$ cat src/rtl/alu_seq_pkg.sv
// rtl/alu_seq_pkg.sv - shared ALU codes, ALUOp classes and sequencer state type
package alu_seq_pkg;

  localparam int CODE_W = 4;
  localparam int CNT_W  = 4;

  // ALU control codes produced by the decoder
  localparam logic [CODE_W-1:0] ALU_NOP  = 4'd0;
  localparam logic [CODE_W-1:0] ALU_MUL  = 4'd1;
  localparam logic [CODE_W-1:0] ALU_ADD  = 4'd2;
  localparam logic [CODE_W-1:0] ALU_SLL  = 4'd3;
  localparam logic [CODE_W-1:0] ALU_XOR  = 4'd4;
  localparam logic [CODE_W-1:0] ALU_BEQ  = 4'd5;
  localparam logic [CODE_W-1:0] ALU_SUB  = 4'd6;
  localparam logic [CODE_W-1:0] ALU_BGE  = 4'd7;
  localparam logic [CODE_W-1:0] ALU_MATR = 4'd8;

  // Major operation classes carried on ALUOp
  localparam logic [1:0] ALUOP_LDST   = 2'b00;
  localparam logic [1:0] ALUOP_BRANCH = 2'b01;
  localparam logic [1:0] ALUOP_RTYPE  = 2'b10;
  localparam logic [1:0] ALUOP_ITYPE  = 2'b11;

  typedef enum logic [1:0] {
    IDLE   = 2'd0,
    SINGLE = 2'd1,
    MULTI  = 2'd2
  } seq_state_e;

  // Down-counter preload for an op that must stay busy for lat cycles
  function automatic logic [CNT_W-1:0] lat_preload(input int lat);
    return CNT_W'(lat - 1);
  endfunction

endpackage

$ cat src/rtl/alu_op_decode.sv
// rtl/alu_op_decode.sv - combinational ALUOp/funct decode; matrix op gated by ALU_SEQ_MATR_EN
module alu_op_decode
  import alu_seq_pkg::*;
(
  input  logic [1:0]        alu_op,
  input  logic [1:0]        funct7,
  input  logic [2:0]        funct3,
  output logic [CODE_W-1:0] code,
  output logic              is_multi,
  output logic              illegal
);

  // Table lookup; anything not listed falls through to NOP flagged illegal
  always_comb begin
    code     = ALU_NOP;
    is_multi = 1'b0;
    illegal  = 1'b0;
    case (alu_op)
      ALUOP_LDST: code = ALU_ADD;
      ALUOP_BRANCH: begin
        case (funct3)
          3'd0:    code = ALU_BEQ;
          3'd5:    code = ALU_BGE;
          default: illegal = 1'b1;
        endcase
      end
      ALUOP_RTYPE: begin
        case ({funct7, funct3})
          5'b00000: code = ALU_ADD;
          5'b00100: code = ALU_XOR;
          5'b10000: code = ALU_SUB;
          5'b01000: begin
            code     = ALU_MUL;
            is_multi = 1'b1;
          end
`ifdef ALU_SEQ_MATR_EN
          5'b00001: begin
            code     = ALU_MATR;
            is_multi = 1'b1;
          end
`endif
          default: illegal = 1'b1;
        endcase
      end
      ALUOP_ITYPE: begin
        case (funct3)
          3'd1:    code = ALU_SLL;
          3'd0:    code = ALU_ADD;
          default: illegal = 1'b1;
        endcase
      end
      default: illegal = 1'b1;
    endcase
  end

endmodule

$ cat src/rtl/alu_op_sequencer.sv
// rtl/alu_op_sequencer.sv - ALU control sequencer with multi-cycle stall; matrix op enabled by ALU_SEQ_MATR_EN
module alu_op_sequencer
  import alu_seq_pkg::*;
#(
  parameter int CTRL_W   = 4,
  parameter int MUL_LAT  = 3,
  parameter int MATR_LAT = 8
) (
  input  logic              clk,
  input  logic              rst,
  input  logic              valid_i,
  input  logic [1:0]        ALUOp,
  input  logic [1:0]        funct7,
  input  logic [2:0]        funct3,
  input  logic              flush_i,
  output logic              ready_o,
  output logic [CTRL_W-1:0] alu_ctrl_o,
  output logic              ctrl_valid_o,
  output logic              busy_o,
  output logic              done_o,
  output logic              illegal_o
);

  localparam logic [CNT_W-1:0] MUL_CNT  = lat_preload(MUL_LAT);
  localparam logic [CNT_W-1:0] MATR_CNT = lat_preload(MATR_LAT);

  seq_state_e         state_q, state_d;
  logic [CNT_W-1:0]   cnt_q, cnt_d;
  logic [CTRL_W-1:0]  ctrl_q, ctrl_d;
  logic               cvalid_q, cvalid_d;
  logic               illegal_q, illegal_d;

  logic [CODE_W-1:0]  dec_code;
  logic               dec_multi;
  logic               dec_illegal;
  logic               accept;
  logic [CNT_W-1:0]   cnt_load;

  alu_op_decode u_decode (
    .alu_op   (ALUOp),
    .funct7   (funct7),
    .funct3   (funct3),
    .code     (dec_code),
    .is_multi (dec_multi),
    .illegal  (dec_illegal)
  );

  // The decoder only yields the matrix code when that feature is built in,
  // so the matrix preload is otherwise never selected
  assign cnt_load = (dec_code == ALU_MATR) ? MATR_CNT : MUL_CNT;

  // A flush presented with an op drops it rather than accepting it
  assign accept = valid_i && !flush_i && (state_q != MULTI);

  // Next-state and next-register values for the sequencer
  always_comb begin
    state_d   = state_q;
    cnt_d     = cnt_q;
    ctrl_d    = ctrl_q;
    cvalid_d  = 1'b0;
    illegal_d = 1'b0;
    case (state_q)
      IDLE, SINGLE: begin
        if (accept) begin
          ctrl_d    = CTRL_W'(dec_code);
          cvalid_d  = 1'b1;
          illegal_d = dec_illegal;
          if (dec_multi) begin
            state_d = MULTI;
            cnt_d   = cnt_load;
          end else begin
            state_d = SINGLE;
          end
        end else begin
          state_d = IDLE;
        end
      end
      MULTI: begin
        if (flush_i) begin
          state_d = IDLE;
          cnt_d   = '0;
          ctrl_d  = '0;
        end else if (cnt_q == '0) begin
          state_d = IDLE;
        end else begin
          cnt_d = cnt_q - 1'b1;
        end
      end
      default: begin
        state_d = IDLE;
        cnt_d   = '0;
        ctrl_d  = '0;
      end
    endcase
  end

  // State and registered outputs, cleared by synchronous reset
  always_ff @(posedge clk) begin
    if (rst) begin
      state_q   <= IDLE;
      cnt_q     <= '0;
      ctrl_q    <= '0;
      cvalid_q  <= 1'b0;
      illegal_q <= 1'b0;
    end else begin
      state_q   <= state_d;
      cnt_q     <= cnt_d;
      ctrl_q    <= ctrl_d;
      cvalid_q  <= cvalid_d;
      illegal_q <= illegal_d;
    end
  end

  // Outputs are forced low for the whole time reset is held; done is
  // suppressed when a flush lands on the final busy cycle
  assign ready_o      = (state_q != MULTI) && !rst;
  assign busy_o       = (state_q == MULTI) && !rst;
  assign done_o       = (state_q == MULTI) && (cnt_q == '0) && !flush_i && !rst;
  assign alu_ctrl_o   = rst ? '0 : ctrl_q;
  assign ctrl_valid_o = cvalid_q && !rst;
  assign illegal_o    = illegal_q && !rst;

endmodule

$ cat config.mk
export PLATFORM = sky130hd
export DESIGN_NAME = alu_op_sequencer
export DESIGN_NICKNAME = d
export VERILOG_FILES = /design/src/rtl/alu_seq_pkg.sv /design/src/rtl/alu_op_decode.sv /design/src/rtl/alu_op_sequencer.sv
export SDC_FILE = /design/constraint.sdc
export NUM_CORES = 1
export LEC_CHECK = 0
export ABC_AREA = 1
export CAP_MARGIN = 20
export CORE_MARGIN = 2
export CORE_UTILIZATION = 35
export CTS_CLUSTER_DIAMETER = 30
export DETAILED_ROUTE_END_ITERATION = 10
export GPL_TIMING_DRIVEN = 0
export PLACE_DENSITY = 0.57
export SLEW_MARGIN = 30
export SYNTH_ARGS = -nofsm -noshare
export SYNTH_HDL_FRONTEND = slang
export SYNTH_SLANG_ARGS = --single-unit
$ cat constraint.sdc
create_clock -name clk -period 1.65 [get_ports clk]
set_input_delay 0.2475 -clock clk [delete_from_list [all_inputs] [get_ports clk]]
set_output_delay 0.2475 -clock clk [all_outputs]
set_load 0.01 [all_outputs]
; Word-level counts from Yosys, hierarchy flattened
; Cells that the tools add are included.
[totals]
reg_bits = 12
inputBits = 11
out_inout_bits = 9
[op_classes]
addsub = 1
eq_ne = 17
muxes = 26
bitwise_logic = 2
n_reduce_logical = 24
[ops]
columns = operator, count
row1 = 4-bit two-way mux, 7
row2 = 4-bit case mux with 2 select lines, 2
row3 = 4-bit case mux with 4 select lines, 1
row4 = 3-bit case mux with 4 select lines, 1
row5 = 1-bit logical AND, 9
row6 = 2-bit two-way mux, 4
row7 = "2-bit != test, second input constant", 4
row8 = 2-bit case mux with 2 select lines, 2
row9 = 2-bit OR reduction, 4
row10 = "2-bit equality test, second input constant", 3
row11 = 1-bit two-way mux, 6
row12 = "3-bit != test, second input constant", 2
row13 = 3-bit case mux with 2 select lines, 1
row14 = "5-bit by 3-bit equality test with 1-bit output, second input constant", 1
row15 = "5-bit by 4-bit equality test with 1-bit output, second input constant", 1
row16 = "5-bit equality test, second input constant", 1
row17 = 5-bit zero test, 1
row18 = "2-bit by 1-bit equality test with 1-bit output, second input constant", 2
row19 = "4-bit equality test, second input constant", 1
row20 = 2-bit zero test, 2
row21 = 4-bit zero test, 1
row22 = 4-bit OR reduction, 1
row23 = "4-bit by 1-bit subtractor with 4-bit output, second input constant", 1
row24 = "3-bit by 1-bit equality test with 1-bit output, second input constant", 1
row25 = 9 further kinds, 11

; Longest topological paths before layout
; Gate-level depths: netlist (run 1).
[depth]
ltp_word = 8
depth_mapped = 8
mapped_depth_nobuf = 8

; By module
; From an unflattened synthesis (run 1), not the netlist that was laid out.
[unflattened]
cells_unflattened = 143
area_unflattened_um2 = 842.1
[modules_own_cells]
columns = module, instances, cells_each, area_each_um2
row1 = alu_op_sequencer, 1, 104, 654.4
row2 = alu_op_decode, 1, 39, 187.7

; Least setup slack after synthesis (run 1)
; Ideal clock, no wire load.
[synth_path]
kind = flip-flop to output port
start = register cnt_q[0]
end = output port done_o
arrival_ps = 972
required_time_ps = 1402
setup_slack_ps = 430
path_stages_with_launch = 5
cell_sequence = dfxtp_1 inv_1 ha_1 nand2_4 nor3_1
[synth_between]
elab_chain_len = 4
[synth_lines]
columns = item, line
row1 = from (decl), alu_op_sequencer.sv:28  ; logic [CNT_W-1:0] cnt_q, cnt_d;
row2 = from (signal assigned), alu_op_sequencer.sv:107  ; cnt_q <= cnt_d;
row3 = 4-bit zero test, alu_op_sequencer.sv:118  ; assign done_o = (state_q == MULTI) && (cnt_q == '0) && !flush_i && !rst;
row4 = 1-bit logical AND (3 in a row), alu_op_sequencer.sv:118
row5 = to (decl), alu_op_sequencer.sv:20  ; output logic done_o,
; No other way between the ends.

; Worst setup path after layout (run 1)
[layout_path]
start = register ctrl_q[2]
end = output port alu_ctrl_o[2]
[layout_between]
elab_chain_len = 1
[layout_lines]
columns = item, line
row1 = from (decl), alu_op_sequencer.sv:29  ; logic [CTRL_W-1:0] ctrl_q, ctrl_d;
row2 = from (signal assigned), alu_op_sequencer.sv:108  ; ctrl_q <= ctrl_d;
row3 = 4-bit two-way mux, alu_op_sequencer.sv:119  ; assign alu_ctrl_o = rst ? '0 : ctrl_q;
row4 = to (decl), alu_op_sequencer.sv:17  ; output logic [CTRL_W-1:0] alu_ctrl_o,
; No other way between the ends.

==> run metrics, run 1 <==
count leader, synth=nand2_1; max cap viols=0; CTS Buffer Depth=2; ant diodes=0; post-route cell area=around 1000 um2; met3 usage=under 10%; post-synth cell types=26; vias in the first global route=about 760; HP Class=in -> reg; Leakage=approximately 0.52 nW; M1 GR Usage=18.36%; met2 Usage GRT=approximately 24%; Ys Warns=0; row cnt=17; GRT Total Usage=about 14%; Post-synth ARST share=0%; # H-tree levels=1; cells after synthesis=approximately 130; GPL Wtd Cong=about 0.74; DRT iter0 DRCs=16; number of nets in the layout=about 160; skew final=0.2838 ps; Post-Synthesis Cell Area=about 790 um2; CP arrival=about 1300 ps; Slew Limit Fails=0; CTS clock-pin slew for the worst setup and hold paths=70 ps; Die Span X=51.46 um; # IOs=20; NetSw=between 0.1 and 0.15 mW; Comb pwr share=between 15 and 20%; post-synth top area share=between 20% and 30%; DRT Pass-1 Iters=4; DRT antenna net count=0; post-synthesis sequential area ratio=27.94%; hold buffers post-CTS=0; Final min period=about 1500 ps; Vias/cell=about 4.4; GRT Max-Usage Layer=met2; fillers=roughly 240; Num CTS Buffers=3; DP Cell Count=roughly 170; Starting Density=between 30% and 40%; DIE HEIGHT=between 50 and 60 um; Worst Setup End Kind=output port; CTS sink count=11; PortBufs=18; total gr overflow=0; Final Non-Filler Cells=roughly 180; Seq pwr share=49.3%; HPWL after detailed placement=roughly 1400 um; Setup Viol. Count Final=0; routed vias=~800; initial antenna violation count=0; Data required, critical path=between 1000 and 1500 ps; largest net degree at the start of global routing=11; post-place instance area=approximately 1000 um2; Max Freq=0.6498 GHz; drt wl/cell=~9 um; Clk Latency, worst-skew pair=approximately 260 ps; crit path max fanout=2; cell taking the most area after synthesis=dfxtp_1; Main synth FF type=dfxtp_1; critical path class=reg -> out; CTS tree=built; Sw Ratio=around 26%; Avg Inst Size Synth=6.207 um2; P&R area growth vs syn=32.38%; number of synthesized flops with an enable pin=0; RSZ-0062 raised after global routing=no; Detailed Route WL=between 1500 and 2000 um; crit share post-route=93.27%; CTS Root Cell=clkbuf_4; DR DRC count=0; startpoint types=register; synth cell count leaders=nand2_1 (30), inv_1 (19), nor2_1 (17); clock share of power=32.5%; core area=around 2200 um2; power per cell area=~530 nW/um2; die area=between 2000 and 3000 um2; cell-internal power=between 0.4 and 0.5 mW; Final Hold Vio Count=0; Synthesized Nets=140; synthesized flop and latch total=11; share of layout cells above drive strength 1=~17%; first-pass GRT wire length=3001 um; synth top area cells=dfxtp_1 (28%), nand2_1 (14%), inv_1 (9.0%), nor2_1 (8.1%), nand3_1 (7.6%); VDD IR max=0.3837 mV; status=completed
## per-stage QoR
step | hold WS [ps] | setup slack, ps | TNS, ps | utilization [%] | total power [mW]
5_1_grt | 459.8 | 29.80 | 0 | 48.10 | 0.5881
6_report | 450.0 | 111.1 | 0 | 48.10 | 0.5524
3_5_place_dp | 450.9 | -430.4 | -2284 | 46.25 | 0.3784
3_3_place_gp | 450.8 | -434.8 | -2441 | 46.25 | 0.3776
4_1_cts | 447.0 | 4.369 | 0 | 47.98 | 0.5640
2_1_floorplan | 335.2 | 430.2 | 0 | - | 0.3309
## power by group through the flow
stage	clock, mW	combinational [mW]	sequential [mW]
global placement	0	0.0992	0.278
finish	0.179	0.101	0.272
detailed placement	0	0.100	0.278
CTS	0.190	0.102	0.272
global route	0.202	0.114	0.272
floorplan	0	0.0528	0.278
## layout by cell type (no fill, tap or decap), types with 2 or more instances in the layout
| cell | synthesis | routed |
|---|---|---|
| clkbuf_4 | 0 | 3 |
| inv_1 | 19 | 18 |
| o21ai_0 | 5 | 5 |
| dlymetal6s2s_1 | 0 | 3 |
| o21ai_1 | 2 | 2 |
| nand2_2 | 2 | 2 |
| nand2_1 | 30 | 30 |
| nor2_1 | 17 | 17 |
| nand2_4 | 2 | 2 |
| dfxtp_1 | 11 | 10 |
| dlygate4sd2_1 | 0 | 2 |
| a21oi_1 | 5 | 5 |
| clkdlybuf4s50_1 | 0 | 12 |
| nor2_2 | 3 | 3 |
| inv_2 | 4 | 5 |
| nand3_1 | 12 | 12 |
## repair_timing
action,in CTS,in global routing
buffers inserted,0,0
cloned,0,0
setup endpoints to repair,8,4
gates resized for setup,10,4
## kinds of logic after synthesis
| group | Yosys count | synth area share (%) |
|---|---|---|
| buf+inv | 25 | 12.38 |
| flops | 11 | 27.94 |
| simple gates | 74 | 46.67 |
| compound gates | 14 | 9.365 |
| other cells | 1 | 0.4757 |
| fa+ha+maj | 2 | 3.174 |
## layout make-up
cell class	instances	area (um2)	area share, %
Tap cell	28	35.03	3.357
Multi-Input combinational cell	91	473.0	45.32
Buffer	2	21.27	2.038
Inverter	23	86.33	8.273
Timing Repair Buffer	18	180.2	17.27
Clock buffer	4	26.28	2.518
Sequential cell	11	221.5	21.22
## metal layers
layer  routed length [um]  share of wire, %
met1                  792                48
met2                  786                48
met3                   60               3.7
met4                    0                 0
met5                    0                 0
## path summary, 6_finish.rpt
check	start	endpoint	slack, ps	cells after the start
setup / recovery	ctrl_q[2]	alu_ctrl_o[2]	110	3
setup reg to reg	cnt_q[0]	cnt_q[1]	380	8
hold reg to reg	state_q[1]	cvalid_q	470	1
hold / removal	rst	cvalid_q	450	2
## sequential cells by signal, indices dropped and copies added (netlist names)
register,cells
cvalid_q,1
state_q,2
cnt_q,4
illegal_q,1
ctrl_q,3
## worst max-delay path, cell delays in order (launching register included)
cell             delay (ps)
dfxtp_1                 310
inv_1                    40
nor2_1                  130
clkdlybuf4s50_1         560
Note: power is estimated with default switching activity, not from simulation.
==> inputs of run 2 (changes only) <==
--- a/config.mk
+++ b/config.mk
@@ -11,8 +11,9 @@
 export CORE_UTILIZATION = 35
 export CTS_CLUSTER_DIAMETER = 30
 export DETAILED_ROUTE_END_ITERATION = 10
-export GPL_TIMING_DRIVEN = 0
+export GPL_TIMING_DRIVEN = 1
 export PLACE_DENSITY = 0.57
+export REMOVE_ABC_BUFFERS = 1
 export SLEW_MARGIN = 30
 export SYNTH_ARGS = -nofsm -noshare
 export SYNTH_HDL_FRONTEND = slang
==> run metrics, run 2 (synthesis gave the netlist of run 1 again) <==
max cap viols=0 (unchanged); die area=2648 um2 (unchanged); crit share post-route=93.13% (-0.14 points); clock share of power=32.3% (-0.2 points); Comb pwr share=19.1% (+0.9 points); most common cell after layout, fill and taps aside=nand2_1; initial antenna violation count=0 (unchanged); DR DRC count=0 (unchanged); Data required, critical path=1400 ps (about the same); HPWL after detailed placement=1458 um (+7.2%); overall power=0.5602 mW (+1.4%); DIE HEIGHT=51.46 um (unchanged); share of layout cells above drive strength 1=21.25% (+4.5 points); Slowest-stage cell, CP=clkdlybuf4s50_1; # IOs=20 (unchanged); Starting Density=36.33% (unchanged); number of nets in the layout=174 (+6.7%); Die Span X=51.46 um (unchanged); PortBufs=18 (unchanged); HP Class=reg -> reg; Final min period=1537 ps (-2.338 ps); startpoint types=input pin; CP arrival=1290 ps (about the same); DRT iter0 DRCs=8 (-8); status=completed; NetSw=0.1446 mW (+1.6%); Final Hold Vio Count=0 (unchanged); Leakage=0.5559 nW (+5.9%); Hold WS=460.4 ps (+10.36 ps); vias in the first global route=768 (+1.3%); most frequent cells in the layout=nand2_1 (30), inv_1 (19), nor2_1 (17), buf_4 (13), nand3_1 (12); CP max stage delay=450 ps (-110 ps); Seq pwr share=48.6% (-0.7 points); crit path max fanout=5 (+3); Regs by FF count=cnt_q x4, ctrl_q x3, state_q x2; DRT Pass-1 Iters=4 (unchanged); RSZ-0062 raised after global routing=no; core area=2170 um2 (unchanged); Worst Setup End Kind=output port; critical path class=in -> out; power per cell area=507.6 nW/um2 (-4.1%); CP cell instances=clkdlybuf4s50_1 > buf_4 > nor2_1 > dlygate4sd2_1; first-pass GRT wire length=2918 um (-2.8%); GRT Total Usage=14.68% (+0.30 points); CTS sink count=11 (unchanged); Slew Limit Fails=0 (unchanged); Biggest register=cnt_q; row cnt=17 (unchanged); Max Freq=0.6508 GHz (+0.15%); # H-tree levels=1 (unchanged); ant diodes=0 (unchanged); drt wl/cell=8.824 um (-4.7%); largest net degree at the start of global routing=7 (-4); Largest register FFs=4 (unchanged); CTS Buffer Depth=2 (unchanged); cell-internal power=0.4156 mW (+1.4%); CTS tree=built; GPL Wtd Cong=0.7436 (+1.1%); Sw Ratio=25.81% (+0.037 points); Setup Viol. Count Final=0 (unchanged); total gr overflow=0 (unchanged); CTS clock-pin slew for the worst setup and hold paths=70 ps (about the same); VDD IR max=0.3159 mV (-18%); CTS Root Cell=clkbuf_4; DRT antenna net count=0 (unchanged); Vias/cell=4.452 (+0.26%); skew final=0.3415 ps (+0.05773 ps); Clk Latency, worst-skew pair=260 ps (about the same); Num CTS Buffers=3 (unchanged); postcts setup bufs=0 (unchanged); P&R area growth vs syn=40.00%; Detailed Route WL=1659 um (+1.2%); routed vias=837 (+6.5%)
## run 2: final timing paths
kind | startpoint | endpoint | slack [ps] | cells past startpoint
max | rst | alu_ctrl_o[0] | 110 | 4
min | cnt_q[0] | cnt_q[0] | 460 | 2
max reg2reg | cnt_q[0] | cnt_q[1] | 290 | 9
min reg2reg | cnt_q[0] | cnt_q[0] | 460 | 2
## run 2: timing repair
item,in CTS,in global routing
gates resized for setup,9,3
hold buffers,0,0
setup endpoints to repair,8,1
cloned,0,0
## run 2: per-stage QoR
| stage | util [%] | setup TNS, ps | setup slack (ps) | cells | cell area [um2] |
|---|---|---|---|---|---|
| 2_1_floorplan | - | 0 | 430.2 | 125 | 777.0 |
| 3_3_place_gp | 50.23 | -1068 | -167.2 | 184 | 1090 |
| 3_5_place_dp | 50.23 | -1013 | -174.9 | 184 | 1090 |
| 4_1_cts | 51.04 | 0 | 39.39 | 188 | 1107 |
| 5_1_grt | 50.87 | 0 | 47.23 | 188 | 1104 |
| 6_report | 50.87 | 0 | 113.4 | 188 | 1104 |
## run 2: metal layers
metal  wire (um)  GRT usage, %
met4           9         5.263
met3          67         4.386
met5           0             0
met1         766         16.37
met2         815         26.07
## run 2: area by class of cell
class / instances / area, um2
Sequential cell: 11 / 221.5
Clock buffer: 4 / 26.28
Inverter: 23 / 86.33
Fill cell: 247 / 1066
Tap cell: 28 / 35.03
Timing Repair Buffer: 31 / 264.0
Multi-Input combinational cell: 91 / 470.5
## run 2: worst max-delay path: cells and delay by family
family                 cells  cell delay (ps)
buffers and inverters      3              900
AND/OR/NAND/NOR            1              140
## run 2: power groups by stage
stage               Clock (mW)  Sequential (mW)  Combinational, mW
global route             0.209            0.273              0.120
detailed placement           0            0.279              0.110
CTS                      0.192            0.272              0.108
floorplan                    0            0.278             0.0482
finish                   0.181            0.272              0.107
global placement             0            0.278              0.109
==> inputs of run 3 (changes only) <==
--- a/config.mk
+++ b/config.mk
@@ -8,13 +8,14 @@
 export ABC_AREA = 1
 export CAP_MARGIN = 20
 export CORE_MARGIN = 2
-export CORE_UTILIZATION = 35
+export CORE_UTILIZATION = 25
 export CTS_CLUSTER_DIAMETER = 30
 export DETAILED_ROUTE_END_ITERATION = 10
 export GPL_TIMING_DRIVEN = 1
-export PLACE_DENSITY = 0.57
+export PLACE_DENSITY = 0.43
 export REMOVE_ABC_BUFFERS = 1
 export SLEW_MARGIN = 30
 export SYNTH_ARGS = -nofsm -noshare
 export SYNTH_HDL_FRONTEND = slang
+export SYNTH_HIERARCHICAL = 1
 export SYNTH_SLANG_ARGS = --single-unit
==> run metrics, run 3 <==
ant diodes=0 (unchanged); vias in the first global route=878 (+14%); Regs by FF count=cnt_q x4, ctrl_q x4, state_q x2; core area=3284 um2 (+51%); max cap viols=0 (unchanged); Data required, critical path=1400 ps (about the same); largest net degree at the start of global routing=16 (+9); min-delay src=cnt_q[3]; CP arrival=1280 ps (about the same); Final min period=1526 ps (-10.11 ps); synth top area cells=dfxtp_1 (29%), nand2_1 (15%), nor2_1 (11%), inv_1 (9.8%), nand3_1 (6.5%); routed vias=965 (+15%); CTS sink count=12 (+1); crit share post-route=92.51% (-0.61 points); power per cell area=538.0 nW/um2 (+6.0%); CTS Root Cell=clkbuf_4; Die Span X=62.04 um (+21%); Ys Warns=6 (+6); Detailed Route WL=1940 um (+17%); post-synth top area share=28.53% (+0.59 points); Vias/cell=4.232 (-4.9%); Post-synth ARST share=0% (unchanged); CTS tree=built; row cnt=21 (+4); fillers=379 (+53%); CTS clock-pin slew for the worst setup and hold paths=80 ps (about the same); DRT antenna net count=0 (unchanged); P&R area growth vs syn=48.74%; Main synth FF type=dfxtp_1; cell taking the most area after synthesis=dfxtp_1; DIE HEIGHT=62.04 um (+21%); number of synthesized flops with an enable pin=0 (unchanged); CTS Buffer Depth=2 (unchanged); RSZ-0062 raised after global routing=no; initial antenna violation count=0 (unchanged); HP Class=reg -> reg; worst r2r src=cnt_q[0]; status=completed; most frequent cells in the layout=nand2_1 (33), nor2_1 (24), inv_1 (22), buf_4 (17), dfxtp_1 (12); Leakage=0.6649 nW (+20%); Num CTS Buffers=3 (unchanged); Slew Limit Fails=0 (unchanged); DR DRC count=0 (unchanged); total negative slack=0 ps (unchanged); HPWL after detailed placement=1690 um (+16%); cells after synthesis=143 (+13%); synthesized flop and latch total=12 (+1); crit path max fanout=15 (+10); Avg Inst Size Synth=5.889 um2 (-5.1%); GRT Total Usage=12.00% (-2.7 points); DRT iter0 DRCs=43 (+35); PortBufs=19 (+1); synth cell count leaders=nand2_1 (33), nor2_1 (25), inv_1 (22); # H-tree levels=1 (unchanged); number of nets in the layout=196 (+13%); post-place setup slack=-163.0 ps (+11.84 ps); Hold WS=534.7 ps (+74.31 ps); Setup Viol. Count Final=0 (unchanged); final worst setup slack=123.5 ps (+10.11 ps); Util after Layout=38.13% (-13 points); first-pass GRT wire length=3443 um (+18%); post-synth cell types=24 (-7.7%); VDD IR max=0.2142 mV (-32%); Starting Density=25.64% (-11 points); Worst Setup End Kind=output port; most common cell after layout, fill and taps aside=nand2_1; Post-Synthesis Cell Area=842.1 um2 (+6.8%); GPL Wtd Cong=0.7871 (+5.8%); die area=3848 um2 (+45%); skew final=5.705 ps (+5.363 ps); total gr overflow=0 (unchanged); # IOs=20 (unchanged); drt wl/cell=8.509 um (-3.6%); post-synthesis sequential area ratio=28.53% (+0.59 points); count leader, synth=nand2_1; Final Hold Vio Count=0 (unchanged); Max Freq=0.6551 GHz (+0.66%); startpoint types=input pin; Critical path origin=rst; share of layout cells above drive strength 1=23.63% (+2.4 points); DRT Pass-1 Iters=4 (unchanged); critical path class=in -> out; Clk Latency, worst-skew pair=270 ps (about the same)
-- run 3: changes by cell type after synthesis, sizes merged --
cell | previous run | this run
nor2 | 22 | 29
xor2 | 0 | 1
o21ai | 7 | 6
a21boi | 1 | 0
nand2 | 34 | 39
or2 | 1 | 0
and3 | 1 | 0
nand3 | 12 | 11
inv | 23 | 28
dfxtp | 11 | 12
o22ai | 1 | 0
clkinv | 0 | 1
nor3 | 2 | 3
o31ai | 0 | 1
-- run 3: layer usage --
metal	wire length, um	track usage (%)
met5	0	0
met4	41	5.471
met1	828	12.67
met2	1008	22.47
met3	61	2.484
-- run 3: cells by family after synthesis --
| group | Yosys count | share of synthesized area [%] |
|---|---|---|
| flops | 12 | 28.53 |
| xor+xnor | 1 | 1.040 |
| compound gates | 12 | 7.875 |
| simple gates | 84 | 44.87 |
| fa+ha+maj | 2 | 2.971 |
| buf+inv | 31 | 14.26 |
| other cells | 1 | 0.4453 |
-- run 3: what timing repair did --
action	CTS	global route
gates resized for setup	11	3
pin swaps	0	0
setup endpoints to repair	9	1
setup buffers	0	0
hold buffers	0	0
-- run 3: critical path: stages --
cell and delay [ps]:
clkdlybuf4s50_1 450, buf_12 160, nor2_1 130, dlygate4sd2_1 280
-- run 3: cell type report --
type | count | area, um2 | share of cell area, %
sequential | 12 | 240.2 | 19.18
inverter | 29 | 108.9 | 8.691
tap | 46 | 57.56 | 4.595
multi-input combinational | 100 | 486.7 | 38.86
timing repair buffer | 37 | 322.8 | 25.77
clock buffer | 4 | 36.28 | 2.897
-- run 3: stage by stage --
step                      instances  instance area [um2]  total power [mW]
after floorplan                 141                830.8            0.3639
after global placement          224                 1226            0.4461
after detailed placement        224                 1226            0.4476
after CTS                       228                 1254            0.6856
after global routing            228                 1252            0.7178
final                           228                 1252            0.6739
-- run 3: final timing paths --
path / end / slack [ps] / cells after the start
worst max-delay path: alu_ctrl_o[1] / 120 / 4
worst min-delay path: cnt_q[3] / 530 / 3
worst max register to register: cnt_q[2] / 410 / 11
worst min register to register: cnt_q[3] / 530 / 3
-- run 3: power breakdown --
part           leakage [nW]  total [mW]  internal [mW]  switching (mW)
Combinational         0.546       0.137         0.0704          0.0666
Sequential           0.0974       0.299          0.296         0.00272
Clock                0.0210       0.238          0.134           0.104
==> variant 1, RTL diff (flow settings as in run 3) <==
Add a define of `ALU_SEQ_MATR_EN`.
--- a/src/rtl/alu_op_decode.sv
+++ b/src/rtl/alu_op_decode.sv
@@ -1,3 +1,5 @@
 // rtl/alu_op_decode.sv - combinational ALUOp/funct decode; matrix op gated by ALU_SEQ_MATR_EN
+`define ALU_SEQ_MATR_EN
+
 module alu_op_decode
   import alu_seq_pkg::*;
Behaviour: not the same (Yosys sat finds a counterexample within 4 cycles, from zero or initial values and one cycle with rst high).
==> variant 1 against run 3 <==
  * Wire length up 14%
  * Final area grew 8.1%
  * Power is 1.7% higher
  * First-iteration DRC count is 30% lower
  * Setup slack worse by 0.013 ns
  * Sequential cell count unchanged
  * Die area rose by 1.5%
  * Area after synthesis grew 1.6%
==> variant 1: results (changes against run 3) <==
| Metric | Value |
|---|---|
| Status | completed |
| Avg Cell Area, Syn | 5.90 µm² (+0.23%) |
| First-pass GRT wire length | 3880 µm (+13%) |
| Met3 usage | 1.62% (-0.86 points) |
| Via count | 997 (+3.3%) |
| Worst-case clock skew | 0.000231 ns (-0.00547 ns) |
| Worst min path class | in2reg |
| Synth unique cells | 22 (-8.3%) |
| FILL cells | 386 (+1.8%) |
| Met2 track demand over resource | 23.0% (+0.51 points) |
| Max stage delay on crit path | 0.33 ns (-0.12 ns) |
| WHS Path Cells | 5 (+2) |
| Hold Path End | state_q[0]$_SDFFE_PP0P_ |
| Reg-to-reg slack, setup | 0.35 ns (-0.06 ns) |
| Dpl cells | 233 (+4.0%) |
| Vias in the first global route | 976 (+11%) |
| Worst Path Max Fanout | 2 (-13) |
| Worst reg2reg startpoint | cnt_q[1]$_SDFFE_PP0P_ |
| Avg Vias per Cell | 4.21 (-0.61%) |
| WL per Instance | 9.37 µm (+10%) |
| Detailed router's first-iteration violation count | 30 (-30%) |
| Pre-CTS worst setup slack | -0.278 ns (-0.115 ns) |
| Tmin final | 1.54 ns (+0.0126 ns) |
| Commonest cells post-synth | 32 x nand2_1, 28 x nor2_1, 25 x inv_1 |
| Met2 Routed Length | 1160 µm (+15%) |
| Delay-heaviest family, CP | flip-flops |
| Synth Area in Adders | 2.92% (-0.048 points) |
| Placed cell area | 0.00129 mm² (+5.4%) |
| Total GRT Usage | 12.4% (+0.36 points) |
| Met1 wire length | 971 µm (+17%) |
| Leakage | 0.000711 µW (+7.0%) |
| Top post-synthesis cells by area | dfxtp_1 28%, nand2_1 14%, nor2_1 12% |
| Min Hold Slack | 0.513 ns (-0.0219 ns) |
| Reg2reg end | cnt_q[0]$_SDFFE_PP0P_ |
| Layout cells sized above 1 | 30.4% (+6.7 points) |
| Worst path slowest cell | dfxtp_2 |
| Total grt overflow | 0 (unchanged) |
-- variant 1: cell count changes after synthesis, moves of 2 or more --
cell	change
inv_1	+3
nand2_2	-3
o21ai_1	+3
nand4_1	-2
nor2_1	+3
-- variant 1: how the worst max path moves through the flow --
stage / from / endpoint / cells past startpoint
2_1_floorplan: funct3[1] / cnt_q[3]$_SDFFE_PP0P_ / 10
3_5_place_dp: funct3[2] / cnt_q[0]$_SDFFE_PP0P_ / 13
6_report: cnt_q[1]$_SDFFE_PP0P_ / done_o / 7
4_1_cts: cnt_q[0]$_SDFFE_PP0P_ / done_o / 7
3_3_place_gp: funct3[2] / cnt_q[2]$_SDFFE_PP0P_ / 13
5_1_grt: ALUOp[1] / cnt_q[0]$_SDFFE_PP0P_ / 12
-- variant 1: where the power goes --
part / total (µW) / switching, µW / internal [µW]
logic: 144 / 71.7 / 72.2
clock network: 242 / 108 / 134
registers: 299 / 3.08 / 296
total: 685 / 183 / 503
-- variant 1: kinds of logic (layout without fill, tap and decap cells) --
logic type | count (synthesis) | after routing
and+or+nand+nor | 83 | 83
buffers and inverters | 32 | 78
DFF | 12 | 12
AOI/OAI and AO/OA | 15 | 15
xor gates and xnor gates | 1 | 1
adders and majority gates | 2 | 2
-- variant 1: worst register-to-register path, stage by stage (launching register included) --
cell and delay (ns):
dfxtp_2 0.33, inv_1 0.08, ha_2 0.19, nand2_1 0.07
nor2_2 0.09, nand2_2 0.07, buf_4 0.14, nand2_4 0.07
inv_2 0.04, nand2_1 0.05, nand2_1 0.04, nor2_1 0.08
-- variant 1: cell type report --
cell class              count  area (µm²)  area share [%]
multi-input cells         101         529            39.1
flip-flops and latches     12         241            17.8
repair buffers             43         373            27.5
inverters                  31         116            8.60
clock buffers               4        36.3            2.68
well taps                  46        57.6            4.25
==> variant 2, RTL diff (flow settings as in run 3) <==
Made on the original files. Encoding of `seq_state_e`: now one-hot (3 bits for 3 states).
--- a/src/rtl/alu_seq_pkg.sv
+++ b/src/rtl/alu_seq_pkg.sv
@@ -22,8 +22,8 @@
   localparam logic [1:0] ALUOP_ITYPE  = 2'b11;
 
-  typedef enum logic [1:0] {
-    IDLE   = 2'd0,
-    SINGLE = 2'd1,
-    MULTI  = 2'd2
+  typedef enum logic [2:0] {
+    IDLE   = 3'b001,
+    SINGLE = 3'b010,
+    MULTI  = 3'b100
   } seq_state_e;
 
Formal check against the unedited RTL: no difference found for any inputs over 10 cycles, from zero or initial values and one cycle with rst high; not proved beyond that.
==> variant 2 against run 3 <==
  * Sequential cell count rose by 1
  * Final area up 14%
  * Area after synthesis increased by 17%
  * Wire length grew 10%
  * Setup slack worse by 0.015 ns
  * Power is 26% higher
  * Sequential power up 13%
  * Cell count rose by 3.1%
  * Utilization fell by 0.098 points
  * Critical endpoint unchanged
==> variant 2: results (changes against run 3) <==
| Metric | Value |
|---|---|
| Peak supply drop | 0.260 mV (+22%) |
| Worst-case clock skew | 0.00426 ns (-0.00144 ns) |
| Initial antenna violation count | 0 (unchanged) |
| Worst Path Max Fanout | 14 (-1) |
| Reg2reg end | state_q[1]$_SDFFE_PP0P_ |
| Dpl cells | 231 (+3.1%) |
| Top post-synthesis cells by area | dfxtp_1 26%, nand2_1 11%, inv_1 9.1% |
| Pre-CTS worst setup slack | -0.198 ns (-0.0349 ns) |
| DR pass1 iterations | 4 (unchanged) |
| Final Wtd Congestion | 0.769 (-2.4%) |
| Reg-to-reg slack, setup | 0.30 ns (-0.11 ns) |
| Synth unique cells | 30 (+25%) |
| Vias in the first global route | 963 (+9.7%) |
| Clk buf depth | 2 (unchanged) |
| Cell taking the most area after synthesis | dfxtp_1 |
| Synth Area in Adders | 2.53% (-0.44 points) |
| Status | completed |
| Mapped Cells | 146 (+2.1%) |
| Detailed router's first-iteration violation count | 24 (-44%) |
| Clk pin slew, worst setup/hold paths | 0.05 ns (-0.03 ns) |
| Commonest cells post-synth | 29 x nand2_1, 24 x inv_1, 13 x dfxtp_1, 13 x nor2_1, 10 x nand3_1 |
| Total GRT Usage | 11.5% (-0.45 points) |
| Avg Vias per Cell | 4.11 (-3.0%) |
| WHS Path Cells | 2 (-1) |
| Cts repair resizes | 10 (-1) |
| Largest net degree at the start of global routing | 15 (-1) |
| Leakage | 0.000711 µW (+6.9%) |
| Hold Path End | ctrl_q[3]$_SDFFE_PP0P_ |
| Detail Placement HPWL | 1840 µm (+8.6%) |
| Worst reg2reg startpoint | cnt_q[0]$_SDFFE_PP0P_ |
| Layout cells sized above 1 | 29.9% (+6.3 points) |
| DRT Wirelength | 2140 µm (+10%) |
| Register area share after synthesis | 26.3% (-2.2 points) |
| Synth Area in Compound Gates | 8.48% (+0.61 points) |
| Nets | 201 (+2.6%) |
| Post-Synth XOR/XNOR Area | 1.77% (+0.73 points) |
| Clk Tree Root Cell | clkbuf_8 |
| Clock Latency Late Sink | 0.24 ns (-0.03 ns) |
| HP Start | ctrl_q[3]$_SDFFE_PP0P_ |
| Htree depth | 1 (unchanged) |
| Biggest regs | cnt_q x4, ctrl_q x4, state_q x3 |
| R2R cell count | 8 (-3) |
| First-pass GRT wire length | 3940 µm (+14%) |
## variant 2: worst max-delay path, delay by kind of cell
family | cells | cell delay [ns]
buffers and inverters | 3 | 0.90
AND/OR/NAND/NOR | 1 | 0.15
## variant 2: worst max-delay path by stage
stage / startpoint / endpoint / slack, ns
after floorplan: cnt_q[0]$_SDFFE_PP0P_ / done_o / 0.40
after global placement: flush_i / done_o / -0.19
after detailed placement: flush_i / done_o / -0.20
after CTS: cnt_q[0]$_SDFFE_PP0P_ / done_o / 0.003
after global routing: cnt_q[0]$_SDFFE_PP0P_ / done_o / 0.03
final: rst / alu_ctrl_o[1] / 0.11
## variant 2: per-stage QoR
step | power, µW | hold slack, ns | cell area [µm²]
after floorplan | 467 | 0.310 | 976
after global placement | 570 | 0.447 | 1390
after detailed placement | 571 | 0.462 | 1390
after CTS | 864 | 0.470 | 1430
after global routing | 908 | 0.505 | 1420
final | 847 | 0.463 | 1420
## variant 2: kinds of logic (layout without fill, tap and decap cells)
group / after synthesis / after routing
xor gates and xnor gates: 2 / 2
AOI/OAI and AO/OA: 13 / 13
buffers and inverters: 31 / 72
other: 1 / 1
adders and majority gates: 2 / 2
and+or+nand+nor: 84 / 84
DFF: 13 / 13
## variant 2: layer usage
layer  GRT usage, %  wire length, µm
met4           3.06                7
met2           19.8             1020
met5              0                0
met1           13.8             1030
met3           3.72               87
## variant 2: final cells by class
type                            count  area (µm²)
Fill cell                         427        2320
Multi-Input combinational cell    102         612
Tap cell                           48        60.1
Timing Repair Buffer               39         338
Sequential cell                    13         260
Clock buffer                        4        45.0
Inverter                           29         109
## variant 2: report_power, final
part           switching, µW  total (µW)  internal, µW  leakage, µW
registers               7.97         337           329     0.000106
logic                    119         225           106     0.000582
clock network            115         285           171    0.0000228
total                    242         847           605     0.000711
